### src/rtl/decode_queue.sv
// decode_queue
//   Instruction decode stage with a queue of decoded entries for the execute
//   stage. Raw MIPS words enter through a valid/ready handshake. Each word is
//   classified (R/I/J), its immediate is extended and its jump target is
//   computed before it is stored, so the head entry presents fully decoded
//   fields straight from storage.
//
//   Optional feature: define DECODE_ILLEGAL_EN to flag unsupported opcodes and
//   R-type functs on 'illegal'. Without it, 'illegal' is tied to 0 and no
//   legality logic or storage exists.
//
// Ports
//   clk, rst        clock, synchronous active-high reset
//   flush           drop every queued entry and any same-cycle push/pop
//   in_valid/ready  input handshake for instr + in_pc
//   out_valid/ready output handshake for the head entry
//   opcode..addr    raw instruction fields of the head entry
//   itype           0=R, 1=I, 2=J
//   imm_ext         extended immediate (zero/lui/sign)
//   jump_target     {pc_plus4[XLEN-1:28], addr, 2'b00}
//   out_pc          PC of the head entry
//   illegal         head entry is an unsupported encoding
//   count           current occupancy 0..DEPTH
module decode_queue #(
  parameter int XLEN  = 32,
  parameter int DEPTH = 4,
  parameter int CNT_W = $clog2(DEPTH) + 1
) (
  input  logic             clk,
  input  logic             rst,
  input  logic             flush,
  input  logic             in_valid,
  output logic             in_ready,
  input  logic [31:0]      instr,
  input  logic [XLEN-1:0]  in_pc,
  output logic             out_valid,
  input  logic             out_ready,
  output logic [5:0]       opcode,
  output logic [5:0]       funct,
  output logic [4:0]       rs,
  output logic [4:0]       rt,
  output logic [4:0]       rd,
  output logic [4:0]       shamt,
  output logic [15:0]      imm,
  output logic [25:0]      addr,
  output logic [1:0]       itype,
  output logic [XLEN-1:0]  imm_ext,
  output logic [XLEN-1:0]  jump_target,
  output logic [XLEN-1:0]  out_pc,
  output logic             illegal,
  output logic [CNT_W-1:0] count
);

  localparam int PTR_W = $clog2(DEPTH);
  localparam logic [CNT_W-1:0] FULL_CNT = CNT_W'(DEPTH);

  function automatic logic [1:0] f_itype(input logic [5:0] op);
    logic [1:0] t;
    case (op)
      6'h00:        t = 2'd0;
      6'h02, 6'h03: t = 2'd2;
      default:      t = 2'd1;
    endcase
    return t;
  endfunction

  function automatic logic [XLEN-1:0] f_imm_ext(input logic [5:0] op, input logic [15:0] im);
    logic [XLEN-1:0] e;
    case (op)
      6'h0C, 6'h0D, 6'h0E: e = XLEN'(im);
      6'h0F:               e = XLEN'({im, 16'h0000});
      default:             e = {{(XLEN-16){im[15]}}, im};
    endcase
    return e;
  endfunction

`ifdef DECODE_ILLEGAL_EN
  function automatic logic f_illegal(input logic [5:0] op, input logic [5:0] fn);
    logic bad;
    case (op)
      6'h00: begin
        case (fn)
          6'h00, 6'h02, 6'h03, 6'h08, 6'h20, 6'h21, 6'h22, 6'h23,
          6'h24, 6'h25, 6'h26, 6'h27, 6'h2A, 6'h2B: bad = 1'b0;
          default: bad = 1'b1;
        endcase
      end
      6'h02, 6'h03, 6'h04, 6'h05, 6'h08, 6'h09, 6'h0A, 6'h0B,
      6'h0C, 6'h0D, 6'h0E, 6'h0F, 6'h23, 6'h2B: bad = 1'b0;
      default: bad = 1'b1;
    endcase
    return bad;
  endfunction
`endif

  logic [31:0]      instr_mem_r [DEPTH];
  logic [XLEN-1:0]  pc_mem_r    [DEPTH];
  logic [XLEN-1:0]  imm_mem_r   [DEPTH];
  logic [XLEN-1:0]  jt_mem_r    [DEPTH];
  logic [1:0]       itype_mem_r [DEPTH];
  logic [PTR_W-1:0] head_r;
  logic [PTR_W-1:0] tail_r;
  logic [CNT_W-1:0] count_r;

  logic                 push_s;
  logic                 pop_s;
  logic [XLEN-29:0]     pc_hi_s;
  logic [XLEN-1:0]      jt_s;
  logic [31:0]          head_instr_s;

  assign in_ready  = !rst && (count_r < FULL_CNT);
  assign out_valid = !rst && (count_r != {CNT_W{1'b0}});
  assign count     = rst ? {CNT_W{1'b0}} : count_r;
  assign push_s    = in_valid && in_ready && !flush;
  assign pop_s     = out_valid && out_ready && !flush;

  // Upper bits of in_pc + 4: bits [27:0] only carry into bit 28 when
  // in_pc[27:2] is all ones, so the low sum bits are never built.
  assign pc_hi_s = in_pc[XLEN-1:28] + (XLEN-28)'(&in_pc[27:2]);
  assign jt_s    = {pc_hi_s, instr[25:0], 2'b00};

  // Pointer and occupancy state; reset and flush clear it and beat any push/pop.
  always_ff @(posedge clk) begin
    if (rst || flush) begin
      head_r  <= {PTR_W{1'b0}};
      tail_r  <= {PTR_W{1'b0}};
      count_r <= {CNT_W{1'b0}};
    end else begin
      if (push_s) tail_r <= tail_r + PTR_W'(1);
      if (pop_s)  head_r <= head_r + PTR_W'(1);
      case ({push_s, pop_s})
        2'b10:   count_r <= count_r + CNT_W'(1);
        2'b01:   count_r <= count_r - CNT_W'(1);
        default: count_r <= count_r;
      endcase
    end
  end

  // Decoded entry storage, written at the tail on every push.
  always_ff @(posedge clk) begin
    if (push_s) begin
      instr_mem_r[tail_r] <= instr;
      pc_mem_r[tail_r]    <= in_pc;
      imm_mem_r[tail_r]   <= f_imm_ext(instr[31:26], instr[15:0]);
      jt_mem_r[tail_r]    <= jt_s;
      itype_mem_r[tail_r] <= f_itype(instr[31:26]);
    end
  end

  assign head_instr_s = instr_mem_r[head_r];

  // Head fields, forced to zero whenever no valid entry is presented.
  always_comb begin
    opcode      = 6'd0;
    funct       = 6'd0;
    rs          = 5'd0;
    rt          = 5'd0;
    rd          = 5'd0;
    shamt       = 5'd0;
    imm         = 16'd0;
    addr        = 26'd0;
    itype       = 2'd0;
    imm_ext     = {XLEN{1'b0}};
    jump_target = {XLEN{1'b0}};
    out_pc      = {XLEN{1'b0}};
    if (out_valid) begin
      opcode      = head_instr_s[31:26];
      funct       = head_instr_s[5:0];
      rs          = head_instr_s[25:21];
      rt          = head_instr_s[20:16];
      rd          = head_instr_s[15:11];
      shamt       = head_instr_s[10:6];
      imm         = head_instr_s[15:0];
      addr        = head_instr_s[25:0];
      itype       = itype_mem_r[head_r];
      imm_ext     = imm_mem_r[head_r];
      jump_target = jt_mem_r[head_r];
      out_pc      = pc_mem_r[head_r];
    end else begin
      opcode = 6'd0;
    end
  end

`ifdef DECODE_ILLEGAL_EN
  logic ill_mem_r [DEPTH];

  // Legality flag stored alongside each entry.
  always_ff @(posedge clk) begin
    if (push_s) begin
      ill_mem_r[tail_r] <= f_illegal(instr[31:26], instr[5:0]);
    end
  end

  assign illegal = out_valid && ill_mem_r[head_r];
`else
  assign illegal = 1'b0;
`endif

endmodule

### config.mk
export PLATFORM = sky130hd
export DESIGN_NAME = decode_queue
export DESIGN_NICKNAME = d
export VERILOG_FILES = /design/src/rtl/decode_queue.sv
export SDC_FILE = /design/constraint.sdc
export NUM_CORES = 1
export LEC_CHECK = 0
export CAP_MARGIN = 20
export CORE_UTILIZATION = 43
export DETAILED_ROUTE_END_ITERATION = 10
export PLACE_DENSITY = 0.64
export RECOVER_POWER = 50
export SETUP_SLACK_MARGIN = 0.05
export SKIP_CTS_REPAIR_TIMING = 1
export SLEW_MARGIN = 15
export SYNTH_ARGS = -nofsm -noshare
export SYNTH_HDL_FRONTEND = slang
export SYNTH_SLANG_ARGS = --single-unit
### constraint.sdc
create_clock -name clk -period 13.6 [get_ports clk]
set_input_delay 4.08 -clock clk [delete_from_list [all_inputs] [get_ports clk]]
set_output_delay 4.08 -clock clk [all_outputs]
set_load 0.02 [all_outputs]
# [Word-level counts from Yosys, hierarchy flattened]
# Memory sizes are Yosys's and may differ from the RTL's. A register that Yosys moved wholly into a read port is not among the register bits.
# Index checks and enable logic that the tools add are counted.
[classes] add_sub_neg=5 n_mul=0 n_div=0 n_lt_le_gt_ge=1 n_eq_ne=8 shift=0 n_mux=30 n_bitwise=0 n_reduce_logical=15
[op_table] operator="$mux 32" count=4
[op_table] operator="$pmux 32 s2" count=1
[op_table] operator="$mux 26" count=1
[op_table] operator="$reduce_and 26->1" count=1
[op_table] operator="$eq 6x4->1 const B" count=4
[op_table] operator="$mux 2" count=12
[op_table] operator="$mux 5" count=4
[op_table] operator="$mux 16" count=1
[op_table] operator="$eq 6x2->1 const B" count=2
[op_table] operator="$mux 6" count=2
[op_table] operator="$logic_and 1x1->1" count=6
[op_table] operator="$logic_not 6->1" count=1
[op_table] operator="$pmux 3 s2" count=1
[op_table] operator="$add 2x1->2 const B" count=2
[op_table] operator="$add 4x1->4" count=1
[op_table] operator="$pmux 2 s2" count=1
[op_table] operator="$add 3x1->3 const B" count=1
[op_table] operator="$lt 3x3->1 const B" count=1
[op_table] operator="$mux 3" count=1
[op_table] operator="$reduce_bool 3->1" count=1
[op_table] operator="$reduce_or 3->1" count=1
[op_table] operator="$sub 3x1->3 const B" count=1
[op_table] operator="$eq 2x1->1 const B" count=1
[op_table] operator="$eq 2x2->1 const B" count=1
[op_table] operator="5 further kinds" count=7
[totals] register_bits=7 latch_bits=0 mem_bits_rw=512 rom_bits=0 in_bits=69 out_inout_bits=178 wordCells=67 n_memories=5
[memory_table] memory="imm_mem_r" depth=4 word_bits=32 read_ports=1 rd_ports_with_merged_regs=1 write_ports=1 line="98" source="logic [XLEN-1:0] imm_mem_r [DEPTH];"
[memory_table] memory="instr_mem_r" depth=4 word_bits=32 read_ports=1 rd_ports_with_merged_regs=1 write_ports=1 line="96" source="logic [31:0] instr_mem_r [DEPTH];"
[memory_table] memory="pc_mem_r" depth=4 word_bits=32 read_ports=1 rd_ports_with_merged_regs=1 write_ports=1 line="97" source="logic [XLEN-1:0] pc_mem_r [DEPTH];"
[memory_table] memory="jt_mem_r" depth=4 word_bits=30 read_ports=1 rd_ports_with_merged_regs=1 write_ports=1 line="99" source="logic [XLEN-1:0] jt_mem_r [DEPTH];"
[memory_table] memory="itype_mem_r" depth=4 word_bits=2 read_ports=1 rd_ports_with_merged_regs=1 write_ports=1 line="100" source="logic [1:0] itype_mem_r [DEPTH];"

# [Logic depth before layout (Yosys ltp)]
# Gate-level depths: netlist of the first run.
[logic_depth] word_depth=6 ltp_mapped=9

# [Least setup slack after synthesis of the first run]
# No wires, ideal clock.
[synth_timing] kind="input to output" from="input port rst" to="output port funct[0]" arrival_time_ns=5.367 required_ns=9.520 path_slack_ns=4.153 cell_stages=5 n_path_buf=3 cell_sequence="clkbuf_2 -> nor2_1 -> clkbuf_1 -> and2_1 -> buf_4"
[synth_via] elab_chain_len=3
[synth_rtl] element="from (decl)" line="30" source="input logic rst,"
[synth_rtl] element="$logic_not 1->1" line="112" source="assign out_valid = !rst && (count_r != {CNT_W{1'b0}});"
[synth_rtl] element="$logic_and 1x1->1" line="112"
[synth_rtl] element="net out_valid" line="36" source="output logic out_valid,"
[synth_rtl] element="$mux 6" line="166" source="if (out_valid) begin"
[synth_rtl] element="to (decl)" line="39" source="output logic [5:0] funct,"
# The timed path passes the listed nets, and every way through them passes these cells.

# [Final worst setup path of the first run]
[layout_timing] from="input port rst" to="output port itype[0]"
[layout_via] elab_chain_len=3
[layout_rtl] element="$logic_not 1->1" line="112"
[layout_rtl] element="$logic_and 1x1->1" line="112"
[layout_rtl] element="$mux 2" line="166"
[layout_rtl] element="to (decl)" line="46" source="output logic [1:0] itype,"
# Every way passes these cells.

==> run_results.csv, run 1 <==
group,metric,value,unit
worst_setup_path,cp_cell_sequence,"dlygate4sd3_1, nor2_4, buf_12, and2_1, clkdlybuf4s50_1",
worst_setup_path,slowest_delay,0.67,ns
power,p_switching,0.0005145,W
sta,max-slew-margin-rel,-78.55,%
floorplan,die_y,199.8,um
global_route,grt.overflow.total,0,
logic_synthesis,ys_types,33,
cells_and_area,fillerInstances,2987,
global_route,grt_pass1_wl,50770,um
placement,post-dp-hpwl,19050,um
logic_synthesis,ys_warn_count,0,
cells_and_area,instances_no_fill,1569,
power,p_leak,6.486,nW
cts,cts_root_buf,"clkbuf_16",
placement,dp_slack,3.240,ns
logic_synthesis,synth-edff-count,408,
logic_synthesis,synth_cells,833,
floorplan,dieArea,39930,um^2
sta,setup_viol,0,
sta,setup_slack,3.177,ns
logic_synthesis,yosysMostFrequentCell,"edfxtp_1",
logic_synthesis,synthTopCellsByCount,"edfxtp_1, and2_1, mux4_2, buf_4",
worst_setup_path,cp_slowest_cell,"dlygate4sd3_1",
power,power_per_cell_area,126.5,nW/um^2
worst_setup_path,endpoint_kind,"primary output",
sta,max_freq,95.94,MHz
worst_setup_path,cp-start-kind,"input pin",
placement,port_buffers,243,
cells_and_area,areaGrowthSynthToFinish,21.89,%
power,ir_drop,0.09673,mV
cts,h-tree-depth,2,
sta,worstMarginPinSlew,2.668,ns
power,internal_power,0.002081,W
worst_hold_path,hold_class,"flop to flop",
placement,place_congestion,0.7017,
sta,final.min_clock_period,10.42,ns
routing,drt_pass1_iterations,6,
worst_setup_path,cp_max_fo,105,
cts,cts_max_path_buffers,3,
status,failed_checks,"max-capacitance violations, max-slew violations",
logic_synthesis,ys_seq_elements,417,
global_route,grt_max_degree,106,
power,p_sw_share,19.82,%
power,pwr-share-comb,3.3,%
logic_synthesis,netlist_area,16830,um^2
routing,vias_per_cell,5.133,
floorplan,die_w,199.8,um
global_route,grt.total_usage,17.38,%
sta,tns,0,ns
sta,grt_setup_unrepaired,"no",
logic_synthesis,postSynth.asyncResetShare,0,%
cts,worstSkewPairLatency,0.55,ns
worst_setup_path,worstPathArrival,6.34,ns
cts,cts.sinks,417,
worst_setup_path,required,9.52,ns
logic_synthesis,synth_top_area_share,72.80,%
sta,slew_viol_final,206,
logic_synthesis,synth_top_cell_by_area,"edfxtp_1",
routing,ant_nets,0,
floorplan,start_util,43.55,%
power,power,0.002596,W
cts,path_clk_slew,0.06,ns
cells_and_area,nets,1095,
status,status,"complete, but fails checks",
placement,dp.cells,1492,
routing,wl_per_cell,21.64,um
cts,cts_made_buffers,42,
routing,route.detailed.drc,0,
run,drv_cap,5,
floorplan,rows,72,
sta,clock-skew-final,0.01288,ns
floorplan,ios,247,
cells_and_area,drive_above_1_share,16.48,%
placement,placedInstanceArea,19260,um^2
global_route,antenna_found_initial,2,
sta,post-route-period-util,76.64,%
sta,hold_viol,0,
cells_and_area,fin_area,20510,um^2
power,p_clk_share,41.7,%
logic_synthesis,syn_area_per_cell,20.20,um^2
floorplan,core_area,38650,um^2
routing,drt-total-wl,33950,um
logic_synthesis,synth_ff_type,"edfxtp_1",
routing,drt_iter0_drc,477,
cts,tritoncts,"yes",
logic_synthesis,yosys-top-cells-area,"edfxtp_1, mux4_2, and2_1, buf_4, dfxtp_1",
power,seqPwrFrac,55.0,%
routing,vias,8054,
global_route,grt_pass1_vias,8232,
logic_synthesis,ys_seq_area_share,73.87,%
worst_setup_path,worstSetupPathType,"input pin to primary output",
## metal layers
metal	track usage, %	routed length, um	up-vias
met5	0	13	-
met4	5.598	752	2
met3	3.495	1673	52
met2	28.37	16680	210
met1	23.54	14830	4195
li1	-	-	3595
## per-stage QoR
step / hold WS, ns / util (%)
6_report: 0.4819 / 53.08
5_1_grt: 0.5358 / 53.08
4_1_cts: 0.4856 / 53.15
3_5_place_dp: 0.4821 / 49.84
3_3_place_gp: 0.4764 / 49.84
2_1_floorplan: 0.4591 / -
## sequential cells by signal, indices dropped and copies added, names as in the netlist, named ones only
| name | count |
|---|---|
| count_r | 3 |
| head_r | 2 |
| imm_mem_r | 128 |
| instr_mem_r | 128 |
| itype_mem_r | 8 |
| jt_mem_r | 16 |
| pc_mem_r | 128 |
| tail_r | 2 |
## final cells by class
class / instances / area [um^2] / share of cell area [%]
clock buffers: 54 / 1117 / 5.446
repair buffers: 251 / 2505 / 12.21
well taps: 518 / 648.1 / 3.159
inverters: 5 / 18.77 / 0.09149
multi-input cells: 301 / 3622 / 17.66
clock inverters: 22 / 161.4 / 0.7868
diodes: 1 / 2.502 / 0.01220
flip-flops and latches: 417 / 12440 / 60.64
## layout by cell type, fill, tap and decap left out, drive strengths merged, types with 3 or more instances in the layout
master | Yosys | routed
a31o | 3 | 3
buf | 91 | 8
dlygate4sd3 | 0 | 66
clkbuf | 21 | 54
inv | 5 | 6
o21ai | 3 | 3
nor4 | 3 | 3
conb | 1 | 3
dfxtp | 9 | 9
a21o | 15 | 15
nand2 | 3 | 3
and3 | 4 | 4
clkinv | 0 | 17
nor2 | 9 | 9
clkdlybuf4s50 | 0 | 177
and2 | 105 | 105
mux4 | 102 | 102
xnor2 | 3 | 3
nor2b | 20 | 20
ha | 7 | 7
nand4 | 6 | 6
edfxtp | 408 | 408
## worst paths after layout
check / start / end / slack, ns / depth (start not counted)
max: rst / itype[0] / 3.18 / 5
min: head_r[1] / flop / 0.48 / 2
max reg2reg: count_r[2] / imm_mem_r[1][26] / 9.44 / 3
min reg2reg: head_r[1] / flop / 0.48 / 2
## cell families (layout without fill, tap and decap cells)
group | count (synthesis) | count (layout) | synth area share, %
AO/OA/AOI/OAI | 24 | 24 | 1.033
XOR/XNOR | 5 | 5 | 0.2603
adder cells (fa/ha/maj) | 8 | 8 | 0.6393
buffers and inverters | 117 | 332 | 4.699
flip-flops | 417 | 417 | 73.87
multiplexers | 104 | 104 | 13.77
other | 1 | 4 | 0.02228
AND/OR/NAND/NOR | 157 | 157 | 5.710
## power groups by stage
| stage | Sequential [W] | Clock [W] | Combinational [W] |
|---|---|---|---|
| global placement | 0.00145 | 0 | 0.0000892 |
| detailed placement | 0.00146 | 0 | 0.0000913 |
| CTS | 0.00143 | 0.00111 | 0.0000917 |
| floorplan | 0.00146 | 0 | 0.0000407 |
| finish | 0.00143 | 0.00108 | 0.0000859 |
| global route | 0.00143 | 0.00115 | 0.0000939 |
## critical path, delay by kind of cell
| kind | cells | cell delay (ns) |
|---|---|---|
| simple gates | 2 | 0.50 |
| buf+inv | 3 | 1.71 |
No activity file was read; power rests on OpenSTA's default activity.
==> run 2: changes to the inputs <==
Settings changed: PLACE_DENSITY 0.64 to 0.66.
Clock period 13.6 ns to 9 ns, I/O delays scaled along.
==> run_results.csv, run 2 (synthesis gave the netlist of run 1 again) <==
group,metric,value,unit
cts,cts_root_buf,"clkbuf_16",
sta,grt_setup_unrepaired,"no",
global_route,antenna_found_initial,4,
placement,place_congestion,0.7117,
sta,max_freq,131.1,MHz
routing,drt_pass1_iterations,6,
cells_and_area,nets,1099,
cells_and_area,layout_commonest_cell,"edfxtp_1",
sta,slew_viol_final,142,
global_route,grt_pass1_wl,50030,um
global_route,grt.total_usage,16.97,%
global_route,grt.overflow.total,0,
power,p_leak,6.552,nW
routing,ant_nets,0,
power,pwr-share-comb,3.2,%
cts,tritoncts,"yes",
power,p_switching,0.0008050,W
worst_hold_path,hold_class,"flop to flop",
sta,hold_viol,0,
sta,tns,0,ns
cts,cts.sinks,417,
placement,placedInstanceArea,19270,um^2
floorplan,rows,72,
floorplan,ios,247,
cts,h-tree-depth,2,
floorplan,core_area,38650,um^2
routing,drt-total-wl,33340,um
floorplan,die_y,199.8,um
worst_setup_path,cp_max_fo,57,
sta,setup_viol,0,
worst_setup_path,worstSetupPathType,"input pin to primary output",
cells_and_area,final_cell_mix,"edfxtp_1, clkdlybuf4s50_1, mux4_2, and2_1, dlygate4sd3_1",
floorplan,start_util,43.55,%
cts,path_clk_slew,0.06,ns
global_route,grt_max_degree,103,
worst_setup_path,cp-start-kind,"input pin",
power,power_per_cell_area,196.2,nW/um^2
worst_setup_path,required,6.30,ns
status,status,"complete, but fails checks",
worst_setup_path,worstPathArrival,4.93,ns
power,p_clk_share,43.5,%
power,p_sw_share,19.85,%
status,failed_checks,"max-capacitance violations, max-slew violations",
power,ir_drop,0.1590,mV
sta,worstMarginPinSlew,2.954,ns
routing,wl_per_cell,21.17,um
floorplan,die_w,199.8,um
placement,post-dp-hpwl,19100,um
cts,worstSkewPairLatency,0.55,ns
cells_and_area,drive_above_1_share,17.05,%
power,seqPwrFrac,53.2,%
floorplan,dieArea,39930,um^2
cells_and_area,largest_registers,"imm_mem_r: 128 flops, instr_mem_r: 128 flops, pc_mem_r: 128 flops",
placement,port_buffers,243,
routing,drt_iter0_drc,410,
cells_and_area,areaGrowthSynthToFinish,22.81,%
routing,vias_per_cell,5.094,
worst_setup_path,endpoint_kind,"primary output",
cts,cts_made_buffers,45,
cts,cts_max_path_buffers,3,
routing,vias,8023,
sta,clock-skew-final,0.01410,ns
sta,final.min_clock_period,7.626,ns
routing,route.detailed.drc,0,
sta,finalHoldWorstSlack,0.4839,ns
sta,max-slew-margin-rel,-96.95,%
global_route,grt_pass1_vias,8282,
cells_and_area,fillerInstances,2994,
cells_and_area,fin_area,20670,um^2
sta,post-route-period-util,84.73,%
run,drv_cap,3,
power,internal_power,0.003250,W
## run 2: changes by cell type in the layout (fill, tap and decap cells not counted), sizes merged
cell and delta:
clkbuf +3, bufinv +1, buf +1, clkinv +1
## run 2: worst paths after layout
check | from | end | slack [ns] | cells past startpoint
max | rst | rd[2] | 1.37 | 5
min | head_r[1] | flop | 0.48 | 2
max reg2reg | count_r[2] | pc_mem_r[1][20] | 4.65 | 3
min reg2reg | head_r[1] | flop | 0.48 | 2
## run 2: layer usage
layer / up-vias / track usage [%] / wire length [um]
met5: - / 0 / 13
met4: 2 / 5.428 / 708
met3: 43 / 2.621 / 1374
met2: 224 / 28.19 / 16870
met1: 4152 / 23.08 / 14380
li1: 3602 / - / -
## run 2: critical path, cell delays in order
cell and delay, ns:
dlygate4sd3_1 0.68, nor2_4 0.16, buf_4 0.41, and2_1 0.29, clkdlybuf4s50_1 0.64
## run 2: through the flow
stage	setup WS (ns)	power (W)	instances	util, %
2_1_floorplan	2.313	0.002262	835	-
3_3_place_gp	1.423	0.002334	1493	49.86
3_5_place_dp	1.381	0.002338	1493	49.86
4_1_cts	1.376	0.004100	1574	53.52
5_1_grt	1.209	0.004179	1575	53.48
6_report	1.374	0.004055	1575	53.48
## run 2: power groups by stage
stage | logic, W | clock network [W] | registers [W]
detailed placement | 0.000139 | 0 | 0.00220
global route | 0.000144 | 0.00188 | 0.00216
floorplan | 0.0000616 | 0 | 0.00220
finish | 0.000131 | 0.00177 | 0.00216
CTS | 0.000140 | 0.00180 | 0.00216
global placement | 0.000136 | 0 | 0.00220
## run 2: cell type report
cell class	count	area (um^2)	share of cell area (%)
tap	518	648.1	3.136
sequential	417	12440	60.19
antenna	1	2.502	0.01211
clock inverter	24	201.4	0.9746
inverter	5	18.77	0.09080
timing repair buffer	252	2512	12.16
clock buffer	57	1214	5.872
multi-input combinational	301	3632	17.57
